<file path="config.mk">
export PLATFORM = sky130hd
export DESIGN_NAME = fpu_add_arbiter
export DESIGN_NICKNAME = d
export VERILOG_FILES = /design/src/rtl/fpu_add_arbiter_pkg.sv /design/src/rtl/float_adder_subtractor.sv /design/src/rtl/rr_arbiter2.sv /design/src/rtl/fpu_add_arbiter.sv
export SDC_FILE = /design/constraint.sdc
export NUM_CORES = 1
export LEC_CHECK = 0
export ABC_AREA = 1
export BUFFER_PORTS_ARGS = -buffer_cell sky130_fd_sc_hd__buf_4
export CORE_UTILIZATION = 55
export DETAILED_ROUTE_END_ITERATION = 8
export PLACE_DENSITY = 0.7
export SYNTH_ARGS = -nofsm -noshare
export SYNTH_HDL_FRONTEND = slang
export SYNTH_SLANG_ARGS = --single-unit
</file>
<file path="constraint.sdc">
create_clock -name clk -period 22.4 [get_ports clk]
set_input_delay 4.48 -clock clk [delete_from_list [all_inputs] [get_ports clk]]
set_output_delay 4.48 -clock clk [all_outputs]
set_load 0.005 [all_outputs]
</file>
<file path="src/rtl/fpu_add_arbiter_pkg.sv">
// Shared types and size constants for the two-requester FP add/sub arbiter.
package fpu_add_arbiter_pkg;

  typedef enum logic [1:0] {StIdle, StLoad, StWait, StResp} state_e;
  typedef enum logic [1:0] {CoreIdle, CoreAdd, CoreNorm, CoreRound} core_state_e;

  localparam int unsigned ExpW32  = 8;
  localparam int unsigned ManW32  = 23;
  localparam int unsigned ExpW64  = 11;
  localparam int unsigned ManW64  = 52;
  localparam int unsigned CyclesW = 8;

  function automatic int unsigned exp_width(input int unsigned precision);
    return (precision == 64) ? ExpW64 : ExpW32;
  endfunction

  function automatic int unsigned man_width(input int unsigned precision);
    return (precision == 64) ? ManW64 : ManW32;
  endfunction

endpackage

</file>
<file path="src/rtl/float_adder_subtractor.sv">
// Multi-cycle IEEE-754 adder/subtractor: special operands finish one cycle after load,
// ordinary operands take align/add, normalise and round cycles. Not reset.
module float_adder_subtractor
  import fpu_add_arbiter_pkg::*;
#(
  parameter int unsigned Precision = 32
) (
  input  logic                 clk_i,
  input  logic                 load_i,
  input  logic [Precision-1:0] a_i,
  input  logic [Precision-1:0] b_i,
  input  logic                 op_i,
  output logic [Precision-1:0] result_o,
  output logic                 valid_o
);

  localparam int unsigned EW = exp_width(Precision);
  localparam int unsigned MW = man_width(Precision);
  localparam int unsigned XW = MW + 4;  // hidden bit, fraction, guard/round/sticky
  localparam int unsigned PW = EW + 1;
  localparam logic [EW-1:0] ExpMax = '1;

  core_state_e          cst_q;
  logic [Precision-1:0] a_q, b_q, res_q;
  logic                 op_q, sign_q, valid_q;
  logic [XW:0]          sum_q;
  logic [XW-1:0]        norm_q;
  logic [PW-1:0]        exp_q;

  function automatic int unsigned lzc(input logic [XW-1:0] v);
    int unsigned n = XW;
    for (int i = 0; i < XW; i++) begin
      if (v[i]) n = XW - 1 - i;
    end
    return n;
  endfunction

  logic                 sa, sb, sx, sy, swap, a_nan, b_nan, a_inf, b_inf, spec_hit, sticky;
  logic [EW-1:0]        ea, eb, ea_n, eb_n, ex, ey, dsh;
  logic [MW:0]          ma, mb, mx, my;
  logic [2*XW-1:0]      wide;
  logic [XW-1:0]        y_eff;
  logic [XW:0]          sum_d;
  logic [Precision-1:0] spec_res;

  always_comb begin
    sa    = a_q[Precision-1];
    sb    = b_q[Precision-1] ^ op_q;
    ea    = a_q[Precision-2 -: EW];
    eb    = b_q[Precision-2 -: EW];
    a_nan = (ea == ExpMax) && (a_q[MW-1:0] != '0);
    b_nan = (eb == ExpMax) && (b_q[MW-1:0] != '0);
    a_inf = (ea == ExpMax) && (a_q[MW-1:0] == '0);
    b_inf = (eb == ExpMax) && (b_q[MW-1:0] == '0);
    ea_n  = (ea == '0) ? EW'(1) : ea;
    eb_n  = (eb == '0) ? EW'(1) : eb;
    ma    = {ea != '0, a_q[MW-1:0]};
    mb    = {eb != '0, b_q[MW-1:0]};
    swap  = (eb_n > ea_n) || ((eb_n == ea_n) && (mb > ma));
    ex    = swap ? eb_n : ea_n;
    ey    = swap ? ea_n : eb_n;
    mx    = swap ? mb : ma;
    my    = swap ? ma : mb;
    sx    = swap ? sb : sa;
    sy    = swap ? sa : sb;
    dsh   = ((ex - ey) > EW'(XW)) ? EW'(XW) : (ex - ey);
    // Bits shifted out of the smaller operand collapse into the sticky LSB.
    wide   = {my, 3'b000, {XW{1'b0}}} >> dsh;
    sticky = |wide[XW-1:0];
    y_eff  = {wide[2*XW-1:XW+1], wide[XW] | sticky};
    if (sx == sy) sum_d = {1'b0, mx, 3'b000} + {1'b0, y_eff};
    else          sum_d = {1'b0, mx, 3'b000} - {1'b0, y_eff};
    spec_hit = a_nan | b_nan | a_inf | b_inf;
    if (a_nan || b_nan || (a_inf && b_inf && (sa != sb))) begin
      spec_res = {1'b0, {(Precision-1){1'b1}}};
    end else if (a_inf) begin
      spec_res = {sa, a_q[Precision-2:0]};
    end else begin
      spec_res = {sb, b_q[Precision-2:0]};
    end
  end

  int unsigned   sh;
  logic [PW-1:0] exp_n;
  logic [XW-1:0] norm_d;

  always_comb begin
    sh = 0;
    if (sum_q[XW]) begin
      norm_d = {sum_q[XW:2], sum_q[1] | sum_q[0]};
      exp_n  = exp_q + PW'(1);
    end else begin
      // Never shift below the minimum exponent; the result then stays subnormal.
      sh = lzc(sum_q[XW-1:0]);
      if (sh > 32'(exp_q) - 1) sh = 32'(exp_q) - 1;
      norm_d = sum_q[XW-1:0] << sh;
      exp_n  = exp_q - PW'(sh);
    end
  end

  logic                 rnd_up, hidden;
  logic [MW+1:0]        m;
  logic [MW-1:0]        frac;
  logic [PW-1:0]        exp_r;
  logic [Precision-1:0] packed_res;

  always_comb begin
    rnd_up = norm_q[2] & (norm_q[1] | norm_q[0] | norm_q[3]);
    m      = {1'b0, norm_q[XW-1:3]} + {{(MW+1){1'b0}}, rnd_up};
    if (m[MW+1]) begin
      frac   = m[MW:1];
      hidden = 1'b1;
      exp_r  = exp_q + PW'(1);
    end else begin
      frac   = m[MW-1:0];
      hidden = m[MW];
      exp_r  = exp_q;
    end
    if (exp_r >= {1'b0, ExpMax}) packed_res = {sign_q, ExpMax, {MW{1'b0}}};
    else packed_res = {sign_q, hidden ? exp_r[EW-1:0] : {EW{1'b0}}, frac};
  end

  always_ff @(posedge clk_i) begin
    if (load_i) begin
      a_q     <= a_i;
      b_q     <= b_i;
      op_q    <= op_i;
      valid_q <= 1'b0;
      cst_q   <= CoreAdd;
    end else begin
      case (cst_q)
        CoreAdd: begin
          if (spec_hit) begin
            res_q   <= spec_res;
            valid_q <= 1'b1;
            cst_q   <= CoreIdle;
          end else begin
            sum_q  <= sum_d;
            exp_q  <= {1'b0, ex};
            sign_q <= (sum_d == '0) ? (sx & sy) : sx;
            cst_q  <= CoreNorm;
          end
        end
        CoreNorm: begin
          norm_q <= norm_d;
          exp_q  <= exp_n;
          cst_q  <= CoreRound;
        end
        CoreRound: begin
          res_q   <= packed_res;
          valid_q <= 1'b1;
          cst_q   <= CoreIdle;
        end
        default: ;
      endcase
    end
  end

  assign result_o = res_q;
  assign valid_o  = valid_q;

endmodule

</file>
<file path="src/rtl/rr_arbiter2.sv">
// Two-way round-robin grant: a lone request wins; a tie goes to the one not granted last.
module rr_arbiter2 (
  input  logic [1:0] req,
  input  logic       last_grant,
  output logic [1:0] grant
);

  assign grant[0] = req[0] & (~req[1] | last_grant);
  assign grant[1] = req[1] & (~req[0] | ~last_grant);

endmodule

</file>
<file path="src/rtl/fpu_add_arbiter.sv">
// Shares one FP add/sub core between two requesters, one operation at a time,
// with round-robin arbitration and a registered response holding stage.
module fpu_add_arbiter
  import fpu_add_arbiter_pkg::*;
#(
  parameter int unsigned PRECISION = 32
) (
  input  logic                 clk,
  input  logic                 rst_n,
  input  logic                 req0_valid,
  output logic                 req0_ready,
  input  logic [PRECISION-1:0] req0_a,
  input  logic [PRECISION-1:0] req0_b,
  input  logic                 req0_op,
  input  logic                 req1_valid,
  output logic                 req1_ready,
  input  logic [PRECISION-1:0] req1_a,
  input  logic [PRECISION-1:0] req1_b,
  input  logic                 req1_op,
  output logic                 rsp_valid,
  input  logic                 rsp_ready,
  output logic                 rsp_id,
  output logic [PRECISION-1:0] rsp_result,
  output logic [CyclesW-1:0]   rsp_cycles,
  output logic                 busy
);

  state_e               state_q;
  logic                 last_grant_q, op_q, id_q, rsp_valid_q;
  logic [PRECISION-1:0] a_q, b_q, result_q;
  logic [CyclesW-1:0]   cycles_q;
  logic [1:0]           grant;
  logic                 idle, hs0, hs1, core_valid;
  logic [PRECISION-1:0] core_result;

  rr_arbiter2 u_arb (
    .req        ({req1_valid, req0_valid}),
    .last_grant (last_grant_q),
    .grant      (grant)
  );

  float_adder_subtractor #(
    .Precision (PRECISION)
  ) u_core (
    .clk_i    (clk),
    .load_i   (state_q == StLoad),
    .a_i      (a_q),
    .b_i      (b_q),
    .op_i     (op_q),
    .result_o (core_result),
    .valid_o  (core_valid)
  );

  assign idle       = (state_q == StIdle);
  // Gated by rst_n so nothing looks accepted while reset is held.
  assign req0_ready = rst_n & idle & grant[0];
  assign req1_ready = rst_n & idle & grant[1];
  assign hs0        = req0_valid & req0_ready;
  assign hs1        = req1_valid & req1_ready;

  always_ff @(posedge clk or negedge rst_n) begin
    if (!rst_n) begin
      state_q      <= StIdle;
      last_grant_q <= 1'b1;
      a_q          <= '0;
      b_q          <= '0;
      op_q         <= 1'b0;
      id_q         <= 1'b0;
      result_q     <= '0;
      cycles_q     <= '0;
      rsp_valid_q  <= 1'b0;
    end else begin
      unique case (state_q)
        StIdle: begin
          if (hs0 || hs1) begin
            a_q          <= hs1 ? req1_a : req0_a;
            b_q          <= hs1 ? req1_b : req0_b;
            op_q         <= hs1 ? req1_op : req0_op;
            id_q         <= hs1;
            last_grant_q <= hs1;
            cycles_q     <= '0;
            state_q      <= StLoad;
          end
        end
        StLoad: state_q <= StWait;
        StWait: begin
          if (cycles_q != '1) cycles_q <= cycles_q + CyclesW'(1);
          if (core_valid) begin
            result_q    <= core_result;
            rsp_valid_q <= 1'b1;
            state_q     <= StResp;
          end
        end
        StResp: begin
          if (rsp_ready) begin
            rsp_valid_q <= 1'b0;
            state_q     <= StIdle;
          end
        end
        default: state_q <= StIdle;
      endcase
    end
  end

  assign rsp_valid  = rsp_valid_q;
  assign rsp_id     = id_q;
  assign rsp_result = result_q;
  assign rsp_cycles = cycles_q;
  assign busy       = ~idle;

endmodule

</file>
==> impl_metrics.toml, run 1 <==
[synth]
postSynthCellCount = 2894
yosysTopAreaCell = "edfxtp_1"
synthArstFlopShare = 0.400
syn-num-nets = 3136
mappedNetlistArea_um2 = 20700
avgSynthCellArea_um2 = 7.17
synth-seq-area-share = 0.370
synth_seq_cells = 275
synth_edf_count = 162
synth_ff_type = "edfxtp_1"
yosys.area.top_type_share = 0.234
synth_area_leaders = "edfxtp_1 (23%), nand2_1 (14%), dfrtp_1 (13%)"
synth.distinct_cells = 63
yosys_warnings = 0

[grt]
grt_remaining_overflow = 0
grtUsageTotal = 0.342
met1_usage = 0.433
grt_pass1_wl_mm = 104
grt_pass1_vias = 19800
grt_max_degree = 95
use_met2 = 0.581
antenna_found_initial = 1
met3_usage = 0.0627
grt-busiest-layer = "met2"

[drt]
drtIter0Drc = 2057
drcViolationCount = 0
vias = 20700
ant_nets = 0
drt-wirelength-per-cell_um = 18.7
vias_per_cell = 5.87
finalWirelength_mm = 65.8
first_pass_iters = 6

[floorplanning]
start_util = 0.563
die_w_um = 196
coreArea_um2 = 36900
die-area_um2 = 38500
fp.dieH_um = 196
ios = 180
fp-row-count = 70

[hold_path]
worstHoldStart = "a_q[6]$_DFFE_PN0P_"
min_to = "u_core.a_q[6]$_DFFE_PP_"
hold_class = "flip-flop to flip-flop"
hold_path_depth = 0

[clock_tree]
cts_root_buf = "clkbuf_16"
cts_buffer_depth = 3
clock-sinks = 275
cts_tree = "done"
postCtsSetupBuffers = 0
cts_hold_buffers = 0
clk_pin_slew_ns = 0.06
cts-buffers-inserted = 29
ctsResizeCount = 0
htreeDepth = 1
insertion_delay_ns = 0.58

[placement]
routabilityCongestion = 1.02
port_buffers = 179
dp_hpwl_mm = 50.9

[critical_path]
crit_type = "primary input to output pin"
worstReg2RegEnd = "u_core.sign_q$_DFFE_PP_"
r2r_cells = 63
path_buf_inv = 5
critPathArrivalTime_ns = 6.09
rrSetupSlack_ns = 12.22
path_cells = "buf_4, nand2_1, inv_1, nand3_2, inv_2, buf_4, buf_4"
critPathTopFamily = "buffers and inverters"
cpMostUsedCell = "buf_4"
worstPathRequired_ns = 17.92
r2r-start = "u_core.b_q[29]$_DFFE_PP_"
path_max_fanout = 67
slowest_stage = "buf_4"
setup.worst_path.start_class = "primary input"
endpoint_kind = "output pin"
crit_path_max_incr_delay_ns = 0.55

[timing]
tightest_slew_ns = 1.19
hold_viol = 0
fin_skew_ns = 0.0228
relSlewSlack = 0.206
rsz0062_at_grt = "no"
setup_viol = 0
setup-tns-final_ns = 0
maxSlewViolCount = 0
period_needed_ns = 10.57
max_freq_mhz = 94.6
final.period_utilization = 0.472

[layout]
diodes = 0
nets = 3236
drive_gt1_frac = 0.107
fin_util = 0.633
fillers = 3377
synthToLayoutAreaGrowth_pct = 12.5

[run]
drv_cap = 0

[outcome]
outcome = "finished clean"
## flip-flops by register name, summed over array words and instances (netlist names), 2 cells and up
| signal | flops |
|---|---|
| a_q | 32 |
| b_q | 32 |
| rsp_cycles | 8 |
| rsp_result | 32 |
| state_q | 2 |
| u_core.a_q | 32 |
| u_core.b_q | 32 |
| u_core.cst_q | 2 |
| u_core.exp_q | 9 |
| u_core.norm_q | 27 |
| u_core.result_o | 32 |
| u_core.sum_q | 28 |
## stage by stage
stage | std cells | setup slack (ns) | cell area [µm²] | hold WS (ns)
final | 3521 | 11.83 | 23300 | 0.445
after global routing | 3521 | 11.09 | 23300 | 0.448
after CTS | 3521 | 11.84 | 23300 | 0.433
after detailed placement | 3467 | 11.85 | 22300 | 0.430
after global placement | 3467 | 11.87 | 22300 | 0.432
after floorplan | 2894 | 12.84 | 20700 | 0.425
## synthesized netlist by cell type (5+ instances only)
master,number
a21oi_1,170
a31oi_1,13
buf_1,15
buf_2,13
buf_4,5
buf_6,5
clkbuf_1,93
clkinv_1,8
dfrtp_1,109
edfxtp_1,162
ha_1,105
inv_1,331
inv_2,11
mux2_2,32
nand2_1,748
nand3_1,256
nand3_2,7
nand3b_1,5
nand4_1,65
nor2_1,234
nor3_1,26
nor4_1,20
o211ai_1,13
o21a_1,6
o21ai_0,291
o21ai_1,7
o221ai_1,6
o22ai_1,20
o311ai_0,9
o31ai_1,5
o32ai_1,11
o41ai_1,8
xnor2_1,9
xor2_1,27
## worst reg2reg max path: cells and delay by family, from the launching register on
family | cells | cell delay (ns)
buffers and inverters | 10 | 1.97
AO/OA/AOI/OAI | 5 | 0.78
adder cells (fa/ha/maj) | 2 | 1.22
flip-flops | 1 | 0.46
AND/OR/NAND/NOR | 46 | 5.49
## layout by cell type, fill, tap and decap left out, types with 4 or more instances in the layout
master / Yosys / final
nand2_1: 748 / 748
inv_1: 331 / 329
o21ai_0: 291 / 291
nand3_1: 256 / 255
nor2_1: 234 / 231
buf_4: 5 / 200
a21oi_1: 170 / 170
edfxtp_1: 162 / 162
dfrtp_1: 109 / 109
ha_1: 105 / 104
nand4_1: 65 / 65
mux2_2: 32 / 32
clkbuf_16: 0 / 30
xor2_1: 27 / 27
nor3_1: 26 / 26
nor4_1: 20 / 20
o22ai_1: 20 / 20
inv_2: 11 / 13
o211ai_1: 13 / 13
a31oi_1: 13 / 13
o32ai_1: 11 / 11
clkinv_1: 8 / 9
xnor2_1: 9 / 9
o311ai_0: 9 / 9
nand3_2: 7 / 8
o41ai_1: 8 / 8
o21ai_1: 7 / 6
o21a_1: 6 / 6
o221ai_1: 6 / 6
clkbuf_1: 93 / 6
nand3b_1: 5 / 5
o31ai_1: 5 / 5
clkinv_2: 0 / 5
a21o_1: 4 / 4
nand2_2: 4 / 4
nor2_2: 2 / 4
a211oi_1: 4 / 4
## logic make-up (layout without fill, tap and decap cells)
group / after synthesis / count (layout) / share of synthesized area
adder cells (fa/ha/maj): 107 / 107 / 0.0652
XOR/XNOR: 36 / 36 / 0.0152
AND/OR/NAND/NOR: 1378 / 1378 / 0.284
buffers and inverters: 482 / 605 / 0.0908
multiplexers: 34 / 34 / 0.0183
AO/OA/AOI/OAI: 582 / 582 / 0.156
flip-flops: 275 / 275 / 0.370
## how the worst max path moves through the flow
stage / slack [ns] / cells past startpoint / end / from
after CTS: 11.84 / 7 / req1_ready / rst_n
after global placement: 11.87 / 7 / req1_ready / rst_n
after detailed placement: 11.85 / 7 / req1_ready / rst_n
after floorplan: 12.84 / 5 / req1_ready / rst_n
final: 11.83 / 7 / req1_ready / rst_n
after global routing: 11.09 / 63 / u_core.sign_q$_DFFE_PP_ / u_core.b_q[29]$_DFFE_PP_
## per-layer routing
| layer | share of wire | vias to the layer above |
|---|---|---|
| met5 | 0 | - |
| met4 | 0.040 | 0 |
| met3 | 0.078 | 163 |
| met2 | 0.48 | 835 |
| met1 | 0.40 | 9698 |
| li1 | - | 9980 |
## final cells by class
type | count | area, µm² | area share
sequential | 275 | 7680 | 0.329
timing repair buffer | 200 | 1500 | 0.0643
tap | 504 | 631 | 0.0270
inverter | 351 | 1320 | 0.0566
multi-input combinational | 2137 | 11200 | 0.480
clock inverter | 15 | 181 | 0.00777
clock buffer | 39 | 815 | 0.0349
Power of run 1 is left out: the tool's default activity adds up to more than one toggle a clock period on the data nets, which glitch-free logic cannot reach.
==> run 2, diff against run 1 <==
Clock period 22.4 ns to 10.81 ns, I/O delays scaled along.
==> run 2 against run 1 <==
Compared with the run above: sequential share of layout area up 0.087 points; first-iteration DRC count up 2.3%; clock-buffer cell count down 8; register-to-register slack worse by 11 ns; flip-flop and latch count unchanged; worst hold slack better by 0.0014 ns; non-clock buffer count down 1; clock skew up 0.010 ns; die area unchanged; design area down 0.26%.
==> impl_metrics.toml, run 2 (synthesized netlist as in run 1, its figures left out) <==
[layout]
fin_util = 0.631
fin_area_um2 = 23300
drive_gt1_frac = 0.107
synthToLayoutAreaGrowth_pct = 12.2
final_cell_mix = "nand2_1 (748), inv_1 (329), o21ai_0 (291)"
final_common_cell = "nand2_1"
diodes = 0
nets = 3234

[timing]
rsz0062_at_grt = "no"
tightest_slew_ns = 1.21
fin_ws_ns = 1.25
setup_viol = 0
final.period_utilization = 0.884
period_needed_ns = 9.56
fin_skew_ns = 0.0331
hold_viol = 0
setup-tns-final_ns = 0
max_freq_mhz = 105
maxSlewViolCount = 0
relSlewSlack = 0.193

[drt]
vias_per_cell = 5.94
drtIter0Drc = 2104
finalWirelength_mm = 68.0
drcViolationCount = 0
vias = 20900
drt-wirelength-per-cell_um = 19.3
ant_nets = 0
first_pass_iters = 8

[critical_path]
setup.worst_path.start_class = "flip-flop"
path_max_fanout = 33
endpoint_kind = "flip-flop"
worstPathRequired_ns = 11.12
crit_path_max_incr_delay_ns = 0.64
critPathArrivalTime_ns = 9.86
crit_type = "flip-flop to flip-flop"
cpMostUsedCell = "nand2_1"
slowest_stage = "inv_2"

[clock_tree]
cts_hold_buffers = 0
clk_pin_slew_ns = 0.07
cts_root_buf = "clkbuf_16"
ctsResizeCount = 0
cts_buffer_depth = 3
cts-buffers-inserted = 28
clock-sinks = 275
htreeDepth = 1
insertion_delay_ns = 0.58
cts_tree = "done"
postCtsSetupBuffers = 0

[placement]
port_buffers = 179
routabilityCongestion = 1.01
dp_hpwl_mm = 52.9
placed_cell_area_um2 = 22300
pre_cts_ws_ns = 1.48

[grt]
grt_remaining_overflow = 0
grt_max_degree = 81
grt_pass1_vias = 19900
grt_pass1_wl_mm = 107
grtUsageTotal = 0.355
antenna_found_initial = 1

[hold_path]
hold_class = "flip-flop to flip-flop"

[floorplanning]
die-area_um2 = 38500
coreArea_um2 = 36900
start_util = 0.563
die_w_um = 196
fp-row-count = 70
ios = 180
fp.dieH_um = 196

[outcome]
outcome = "finished clean"

[run]
drv_cap = 0
run 2: cell types whose count changed in the layout (fill, tap and decap cells not counted), moves of 2 or more:
cell | previous run | this run
inv_6 | 0 | 4
clkbuf_16 | 30 | 28
clkinv_2 | 5 | 7
clkbuf_1 | 6 | 3
clkbuf_8 | 3 | 0
run 2: worst paths after layout:
check                      slack, ns                         to                     start  cells after the start
max in group asynchronous       7.96         a_q[7]$_DFFE_PN0P_                     rst_n                      2
hold reg to reg                 0.45   u_core.a_q[13]$_DFFE_PP_       a_q[13]$_DFFE_PN0P_                      0
setup / recovery                1.25    u_core.sign_q$_DFFE_PP_  u_core.b_q[29]$_DFFE_PP_                     67
hold / removal                  0.45   u_core.a_q[13]$_DFFE_PP_       a_q[13]$_DFFE_PN0P_                      0
min in group asynchronous       1.56  rsp_cycles[2]$_DFFE_PN0P_                     rst_n                      1
setup reg to reg                1.25    u_core.sign_q$_DFFE_PP_  u_core.b_q[29]$_DFFE_PP_                     67
run 2: per-layer routing:
metal / GRT usage / routed length, µm
met1: 0.458 / 27500
met2: 0.602 / 32200
met3: 0.0511 / 5510
met4: 0.135 / 2820
met5: 0 / 0
run 2: layout make-up:
| class | count | area (µm²) |
|---|---|---|
| Multi-Input combinational cell | 2137 | 11200 |
| Clock buffer | 31 | 712 |
| Clock inverter | 21 | 230 |
| Timing Repair Buffer | 199 | 1490 |
| Fill cell | 3272 | 13600 |
| Inverter | 351 | 1320 |
| Sequential cell | 275 | 7680 |
| Tap cell | 504 | 631 |
run 2: worst max-delay path: cells and delay by family (launching register included):
kind | cells | cell delay, ns
compound gates | 4 | 0.60
fa+ha+maj | 3 | 0.90
simple gates | 53 | 6.19
buf+inv | 7 | 1.16
flops | 1 | 0.45
run 2: metrics by stage:
step | cells | hold WS [ns]
2_1_floorplan | 2894 | 0.425
3_3_place_gp | 3466 | 0.432
3_5_place_dp | 3466 | 0.431
4_1_cts | 3518 | 0.446
5_1_grt | 3518 | 0.462
6_report | 3518 | 0.447
Power of run 2 is left out for the same reason.
